**config.mk**
```make
export PLATFORM = sky130hd
export DESIGN_NAME = clk_rst_sequencer_flat
export DESIGN_NICKNAME = d
export VERILOG_FILES = /design/src/rtl/clk_rst_sequencer_if.sv /design/src/rtl/clk_rst_sequencer.sv /design/src/flat_wrapper.sv
export SDC_FILE = /design/constraint.sdc
export NUM_CORES = 1
export LEC_CHECK = 0
export BUFFER_PORTS_ARGS = -buffer_cell sky130_fd_sc_hd__buf_4
export CORE_AREA = 2 2 55 57
export DETAILED_ROUTE_END_ITERATION = 16
export DIE_AREA = 0 0 57 59
export PLACE_DENSITY = 0.81
export SLEW_MARGIN = 20
export SYNTH_ARGS = -nofsm -noshare
export SYNTH_HDL_FRONTEND = slang
export SYNTH_SLANG_ARGS = --single-unit
```
**constraint.sdc**
```tcl
create_clock -name clk -period 3.3 [get_ports clk]
set_input_delay 0.33 -clock clk [delete_from_list [all_inputs] [get_ports clk]]
set_output_delay 0.33 -clock clk [all_outputs]
set_load 0.01 [all_outputs]
```
**src/rtl/clk_rst_sequencer_if.sv**
```systemverilog
// Handshake bundle between the clock/reset sequencer and the SoC.
// The sequencer uses the slave view and the surrounding logic uses the master view.
interface clk_rst_sequencer_if;
   logic       locked;
   logic       sw_rst_req;
   logic       rst_periph;
   logic       rst_core;
   logic       ready;
   logic [2:0] state;
   logic [7:0] lock_loss_cnt;

   modport master (
      output locked,
      output sw_rst_req,
      input  rst_periph,
      input  rst_core,
      input  ready,
      input  state,
      input  lock_loss_cnt
   );

   modport slave (
      input  locked,
      input  sw_rst_req,
      output rst_periph,
      output rst_core,
      output ready,
      output state,
      output lock_loss_cnt
   );
endinterface

```
**src/rtl/clk_rst_sequencer.sv**
```systemverilog
// Staged reset sequencer behind the MMCM: releases peripherals, then the hart.
// Lock loss re-enters reset, software can reset the core alone, and lock losses are counted.
module clk_rst_sequencer #(
   parameter int unsigned SYNC_STAGES        = 2,
   parameter int unsigned LOCK_STABLE_CYCLES = 1024,
   parameter int unsigned CORE_DELAY_CYCLES  = 16,
   parameter int unsigned CNT_W              = 16
) (
   input logic                 clk,
   input logic                 rst,
   clk_rst_sequencer_if.slave  bus
);

   typedef enum logic [2:0] {
      RESET     = 3'd0,
      WAIT_LOCK = 3'd1,
      STABLE    = 3'd2,
      PERIPH_UP = 3'd3,
      RUN       = 3'd4,
      SW_RST    = 3'd5
   } state_e;

   localparam logic [CNT_W-1:0] STABLE_LAST = CNT_W'(LOCK_STABLE_CYCLES - 1);
   localparam logic [CNT_W-1:0] CORE_LAST   = CNT_W'(CORE_DELAY_CYCLES - 1);
   localparam logic [CNT_W-1:0] CNT_ZERO    = '0;
   localparam logic [CNT_W-1:0] CNT_ONE     = CNT_W'(1);

   logic [SYNC_STAGES-1:0] sync_q;
   logic                   locked_s;

   state_e                 state_q;
   state_e                 state_d;
   logic [CNT_W-1:0]       cnt_q;
   logic [CNT_W-1:0]       cnt_d;
   logic [7:0]             llc_q;
   logic [7:0]             llc_d;
   logic                   rst_periph_q;
   logic                   rst_periph_d;
   logic                   rst_core_q;
   logic                   rst_core_d;
   logic                   ready_q;
   logic                   ready_d;

   // locked comes from another clock domain; only the last stage is trusted
   always_ff @(posedge clk or posedge rst) begin
      if (rst) begin
         sync_q <= '0;
      end else begin
         sync_q <= {sync_q[SYNC_STAGES-2:0], bus.locked};
      end
   end

   assign locked_s = sync_q[SYNC_STAGES-1];

   always_comb begin
      state_d = state_q;
      cnt_d   = cnt_q;
      llc_d   = llc_q;
      case (state_q)
         RESET: begin
            state_d = WAIT_LOCK;
            cnt_d   = CNT_ZERO;
         end
         WAIT_LOCK: begin
            cnt_d = CNT_ZERO;
            if (locked_s) begin
               state_d = STABLE;
            end
         end
         STABLE: begin
            if (!locked_s) begin
               state_d = WAIT_LOCK;
               cnt_d   = CNT_ZERO;
            end else if (cnt_q == STABLE_LAST) begin
               state_d = PERIPH_UP;
               cnt_d   = CNT_ZERO;
            end else begin
               cnt_d = cnt_q + CNT_ONE;
            end
         end
         PERIPH_UP, SW_RST: begin
            if (!locked_s) begin
               state_d = WAIT_LOCK;
               cnt_d   = CNT_ZERO;
               if (llc_q != 8'hFF) begin
                  llc_d = llc_q + 8'd1;
               end
            end else if (cnt_q == CORE_LAST) begin
               state_d = RUN;
               cnt_d   = CNT_ZERO;
            end else begin
               cnt_d = cnt_q + CNT_ONE;
            end
         end
         RUN: begin
            cnt_d = CNT_ZERO;
            // lock loss wins over a coincident software request
            if (!locked_s) begin
               state_d = WAIT_LOCK;
               if (llc_q != 8'hFF) begin
                  llc_d = llc_q + 8'd1;
               end
            end else if (bus.sw_rst_req) begin
               state_d = SW_RST;
            end
         end
         default: begin
            state_d = RESET;
            cnt_d   = CNT_ZERO;
         end
      endcase
   end

   // outputs are decoded from the next state so they flip on the same edge
   always_comb begin
      rst_periph_d = 1'b1;
      rst_core_d   = 1'b1;
      ready_d      = 1'b0;
      case (state_d)
         PERIPH_UP, SW_RST: begin
            rst_periph_d = 1'b0;
         end
         RUN: begin
            rst_periph_d = 1'b0;
            rst_core_d   = 1'b0;
            ready_d      = 1'b1;
         end
         default: begin
            rst_periph_d = 1'b1;
         end
      endcase
   end

   always_ff @(posedge clk or posedge rst) begin
      if (rst) begin
         state_q      <= RESET;
         cnt_q        <= '0;
         llc_q        <= '0;
         rst_periph_q <= 1'b1;
         rst_core_q   <= 1'b1;
         ready_q      <= 1'b0;
      end else begin
         state_q      <= state_d;
         cnt_q        <= cnt_d;
         llc_q        <= llc_d;
         rst_periph_q <= rst_periph_d;
         rst_core_q   <= rst_core_d;
         ready_q      <= ready_d;
      end
   end

   assign bus.rst_periph    = rst_periph_q;
   assign bus.rst_core      = rst_core_q;
   assign bus.ready         = ready_q;
   assign bus.state         = state_q;
   assign bus.lock_loss_cnt = llc_q;

endmodule

```
**src/flat_wrapper.sv**
```systemverilog
// flat-port wrapper written by rule: the top's interface ports become plain ports
module clk_rst_sequencer_flat 
#(
   parameter int unsigned SYNC_STAGES        = 2,
   parameter int unsigned LOCK_STABLE_CYCLES = 1024,
   parameter int unsigned CORE_DELAY_CYCLES  = 16,
   parameter int unsigned CNT_W              = 16
)
  (clk, rst, bus_locked, bus_sw_rst_req, bus_rst_periph, bus_rst_core, bus_ready, bus_state, bus_lock_loss_cnt);
  clk_rst_sequencer_if bus_i ();
  input logic clk;
  input logic rst;
  input wire logic [$bits(bus_i.locked)-1:0] bus_locked;
  input wire logic [$bits(bus_i.sw_rst_req)-1:0] bus_sw_rst_req;
  output wire logic [$bits(bus_i.rst_periph)-1:0] bus_rst_periph;
  output wire logic [$bits(bus_i.rst_core)-1:0] bus_rst_core;
  output wire logic [$bits(bus_i.ready)-1:0] bus_ready;
  output wire logic [$bits(bus_i.state)-1:0] bus_state;
  output wire logic [$bits(bus_i.lock_loss_cnt)-1:0] bus_lock_loss_cnt;
  assign bus_i.locked = bus_locked;
  assign bus_i.sw_rst_req = bus_sw_rst_req;
  assign bus_rst_periph = bus_i.rst_periph;
  assign bus_rst_core = bus_i.rst_core;
  assign bus_ready = bus_i.ready;
  assign bus_state = bus_i.state;
  assign bus_lock_loss_cnt = bus_i.lock_loss_cnt;
  clk_rst_sequencer #(.SYNC_STAGES(SYNC_STAGES), .LOCK_STABLE_CYCLES(LOCK_STABLE_CYCLES), .CORE_DELAY_CYCLES(CORE_DELAY_CYCLES), .CNT_W(CNT_W)) u_core (.clk(clk), .rst(rst), .bus(bus_i));
endmodule
```
Word level (Yosys, flattened, before mapping). Cells that the tools add are included.

Register bits after elaboration: 32. Latch bits: 0. Memory bits (writable): 0. Bits in read-only memories: 0. Input port bits: 4. Output and inout port bits: 14. Word-level logic and storage cells: 42. Memories kept: 0.

Add/sub/neg operators: 2. Multipliers: 0. Divide/modulo/power cells: 0. $lt $le $gt $ge: 0. Equal/unequal tests: 11. Shift operators: 0. Muxes and demuxes: 16. Bitwise operators: 1. Reductions and logical operators: 5.

Operators with widths (count): 16-bit 2-to-1 mux (4); 16-bit case mux with 2 select lines (1); 3-bit 2-to-1 mux (7); 16-bit by 1-bit adder with 16-bit output, second input constant (1); 16-bit by 10-bit equality test with 1-bit output, second input constant (1); 16-bit by 4-bit equality test with 1-bit output, second input constant (1); 3-bit case mux with 5 select lines (1); 3-bit equality test, second input constant (4); 3-bit by 2-bit equality test with 1-bit output, second input constant (3); 8-bit by 1-bit adder with 8-bit output, second input constant (1); 8-bit inequality test, second input constant (1); 3-bit OR reduction (2); 3-bit by 1-bit equality test with 1-bit output, second input constant (1); 3-bit zero test (1); 1-bit 2-to-1 mux (3); 3-bit AND reduction (1); 2-bit OR reduction (1); 1-bit inverter (1).

Depth between registers and ports, before layout.
Depth after elaboration: 7. Mapped depth: 6. Mapped depth without buffers: 5.

Worst setup path before layout. Ideal clock, no wire load.

Path type: register to register. From: reg u_core.cnt_q[0]. To: reg u_core.cnt_q[2]. Library setup time: 141 ps. Arrival: 1597 ps. Data required time: 3159 ps. Setup slack: 1562 ps. Stages on the path, launching flop included: 7. Clock period less this slack: 1738 ps. Cell sequence: dfrtp_1 > ha_1 > nand3_4 > or3_4 > o21ai_2 > buf_6 > a211oi_1.

Cells in the longest elaborated chain, start to end: 4. Elaborated cells between the ends (all ways): 8.

RTL lines: from (decl) (line clk_rst_sequencer.sv:33) `logic [CNT_W-1:0] cnt_q;`; from (signal assigned) (line clk_rst_sequencer.sv:144) `cnt_q <= cnt_d;`; 16-bit by 1-bit adder with 16-bit output, or another cell as far along (line clk_rst_sequencer.sv:78, clk_rst_sequencer.sv:92); 16-bit 2-to-1 mux (on tied branches) (line clk_rst_sequencer.sv:88, clk_rst_sequencer.sv:74); 16-bit 2-to-1 mux (on tied branches) (line clk_rst_sequencer.sv:82, clk_rst_sequencer.sv:71); 16-bit case mux with 2 select lines (*) (line clk_rst_sequencer.sv:59) `case (state_q)`; named net u_core.cnt_d[2] (line clk_rst_sequencer.sv:34) `logic [CNT_W-1:0] cnt_d;`.

Mark *: on every way through the listed nets, which the timed path passes. The rest lies on a longest branch. A chain may end at the register's enable or synchronous reset.

Worst setup path after layout.
From: reg u_core.cnt_q[0]. To: reg u_core.cnt_q[15].

The elaborated chain is that of the path after synthesis.

==> run summary <==
DRC -> 0
Seq pwr share -> 0.542
Crit path max-delay family -> compound AO/OA/AOI/OAI gates
Synth Area in XOR/XNOR -> 0.1070
post-cts hold buffer count -> 0
Combinational Power Share -> 0.191
synthesized instance count -> 152
number of synthesized register bits -> 32
chip width -> 57 µm
Critical Path AT -> 2320 ps
area of the multi-input gates -> 784.5 µm²
later-pin clock latency in the skew report -> 340 ps
I/O Pins -> 18
slowest stage delay, CP -> 540 ps
Finished Cell Area -> 1832 µm²
clk sinks -> 32
DRT Pass-1 Iters -> 4
antenna violations before repair -> 0
Yosys top cell by area -> dfrtp_1
total track usage -> 0.2034
vias per cell -> 6.202
top cells by area, synth -> dfrtp_1 46%, xnor2_1 8.6%, a211oi_1 6.9%, nand3_1 4.0%, dfstp_2 3.2%
H-tree depth -> 2
CTS max path bufs -> 2
share of layout cells above drive strength 1 -> 0.2035
Required @ worst endpoint -> 3480 ps
Antenna Nets Post-Route -> 0
first-pass GRT wire length -> 5168 µm
Clk network pwr share -> 0.266
Die Y -> 59 µm
Vias -> 1259
minimum clock period -> 2131 ps
TNS Setup -> 0 ps
Final Hold Vio Count -> 0
core area -> 2710 µm²
layout net count -> 177
CTS tree -> done
Routed Wire Length -> 3241 µm
Hold Slack -> 69.24 ps
Simple-Gate Fraction of Synth Area -> 0.2095
fillers -> 207
Slew Limit Fails -> 0
Placed Area -> 1773 µm²
syn_nets -> 158
gpl congestion -> 0.8513
max-cap violations -> 0
EDFF count, synth -> 0
Cell Area, Synth -> 1637 µm²
Avg Cell Area, Syn -> 10.77 µm²
adder-cell share of the synthesized area -> 0.01529
Synth Area in Compound Gates -> 0.1407
Port Buf Inserts -> 17
crit-path cells -> ha_1 > nand3_4 > or3_4 > o21ai_2 > a221oi_1
Tcrit/Tclk final -> 0.6458
final cell count without fillers -> 203
Crit Path Category -> flop to flop
sum of buffers and inverters on the critical path -> 0
internal power -> 0.6183 mW
peak supply drop -> 0.0005182 V
post-CTS setup buffers -> 0
number of buffers created by CTS -> 5
Yosys warnings -> 0
hpwl dp -> 2167 µm
Initial Util -> 0.6039
Power Dens Cells -> 480.0 nW/µm²
Layout Utilization -> 0.6759
Setup WS pre-CTS -> 1222 ps
largest net degree at the start of global routing -> 33
slack of the critical path -> 1169 ps
register area share after synthesis -> 0.4908
Worst-Margin Slew -> 750.0 ps
grt total ovfl -> 0
Final Skew -> 5.345 ps
WL per Instance -> 15.97 µm
clk slew on worst S/H paths -> 90 ps
Yosys cell types -> 45
f_max -> 469.2 MHz
Sequential Area -> 803.3 µm²
Hold WC Path Type -> primary input to asynchronous set/reset pin
Worst setup EP type -> flop
Rows -> 19
status -> finished clean
Antenna Diode Count -> 0
NetSw -> 0.2609 mW
overall power -> 0.8792 mW
ys async rst share -> 1.000
peak fanout along the critical path -> 16
Max-slew headroom -> 0.4985
dpl cells -> 195
Area growth, synth to finish -> 11.93%
clock root cell -> clkbuf_4
RSZ-0062 raised after global routing -> false
Main synth FF type -> dfrtp_1
CTS resizes -> 0
largest family of logic cells by synthesized area -> simple AND/OR/NAND/NOR gates
DR iter-0 viols -> 40
number of global-route vias before repair -> 1138
slowest stage cell, crit path -> o21ai_2
Lkg Pwr -> 0.7397 nW
die area -> 3363 µm²
sw frac -> 0.2968
Worst Setup Start Kind -> flop
Synth top area share -> 0.4587
final-report setup violation count -> 0
post-synthesis mux area share -> 0.006881
-- area by class of cell --
cell class,instances,share of cell area
multi-input combinational,110,0.4283
sequential,32,0.4385
tap,31,0.02117
clock buffer,8,0.03210
timing repair buffer,17,0.06967
inverter,5,0.01025
-- power by group through the flow --
stage | clock network, mW | logic [mW] | registers (mW)
after floorplan | 0 | 0.0866 | 0.489
after global placement | 0 | 0.164 | 0.479
after detailed placement | 0 | 0.169 | 0.482
after CTS | 0.239 | 0.170 | 0.475
after global routing | 0.249 | 0.185 | 0.483
final | 0.234 | 0.168 | 0.477
-- Yosys cell counts (3+ instances only) --
master and instances:
nor4_1 4, xor2_1 4, a211oi_1 15, inv_1 4, nor2_1 7, nand3_1 13
nand2_1 11, clkbuf_1 3, and3_1 4, xnor2_1 16, dfrtp_1 30
-- routing by layer --
metal  track usage  routed length [µm]  vias to the layer above
met2        0.3021                1540                       20
met5             0                   0                        -
li1              -                   -                      606
met4        0.1130                  42                        0
met1        0.2731                1533                      627
met3       0.05240                 125                        6
-- cell usage in the layout (no fill, tap or decap), drive strengths merged, types with 4 or more instances in the layout --
cell type  Yosys  final
nor2           7      7
dfrtp         30     30
nand2         11     11
xnor2         16     16
buf            2     17
inv            4      4
nand3         14     14
a211oi        15     15
xor2           4      4
and3           5      5
clkbuf         3      8
nor4           5      5
-- sequential cells by signal, indices dropped and copies added, names as in the netlist --
name	flops
u_core.bus.lock_loss_cnt	8
u_core.bus.ready	1
u_core.sync_q	2
u_core.bus.rst_periph	1
u_core.cnt_q	16
u_core.bus.rst_core	1
u_core.bus.state	3
-- path summary, 6_finish.rpt --
check,from,end,slack [ps],cells past startpoint
max,u_core.cnt_q[0],u_core.cnt_q[15],1170,5
min,rst,u_core.bus.lock_loss_cnt[5],70,2
max reg2reg,u_core.cnt_q[0],u_core.cnt_q[15],1170,5
min reg2reg,u_core.sync_q[0],u_core.sync_q[1],370,0
max in group asynchronous,rst,u_core.bus.state[1],2800,2
min in group clk,bus_locked,u_core.sync_q[0],90,1
-- cell families (layout without fill, tap and decap cells) --
| group | after synthesis | in the layout |
|---|---|---|
| buffers and inverters | 10 | 30 |
| AOI/OAI and AO/OA | 29 | 29 |
| xor gates and xnor gates | 20 | 20 |
| DFF | 32 | 32 |
| muxes | 1 | 1 |
| and+or+nand+nor | 58 | 58 |
| adders and majority gates | 2 | 2 |
(Power assumes the default switching activity.)
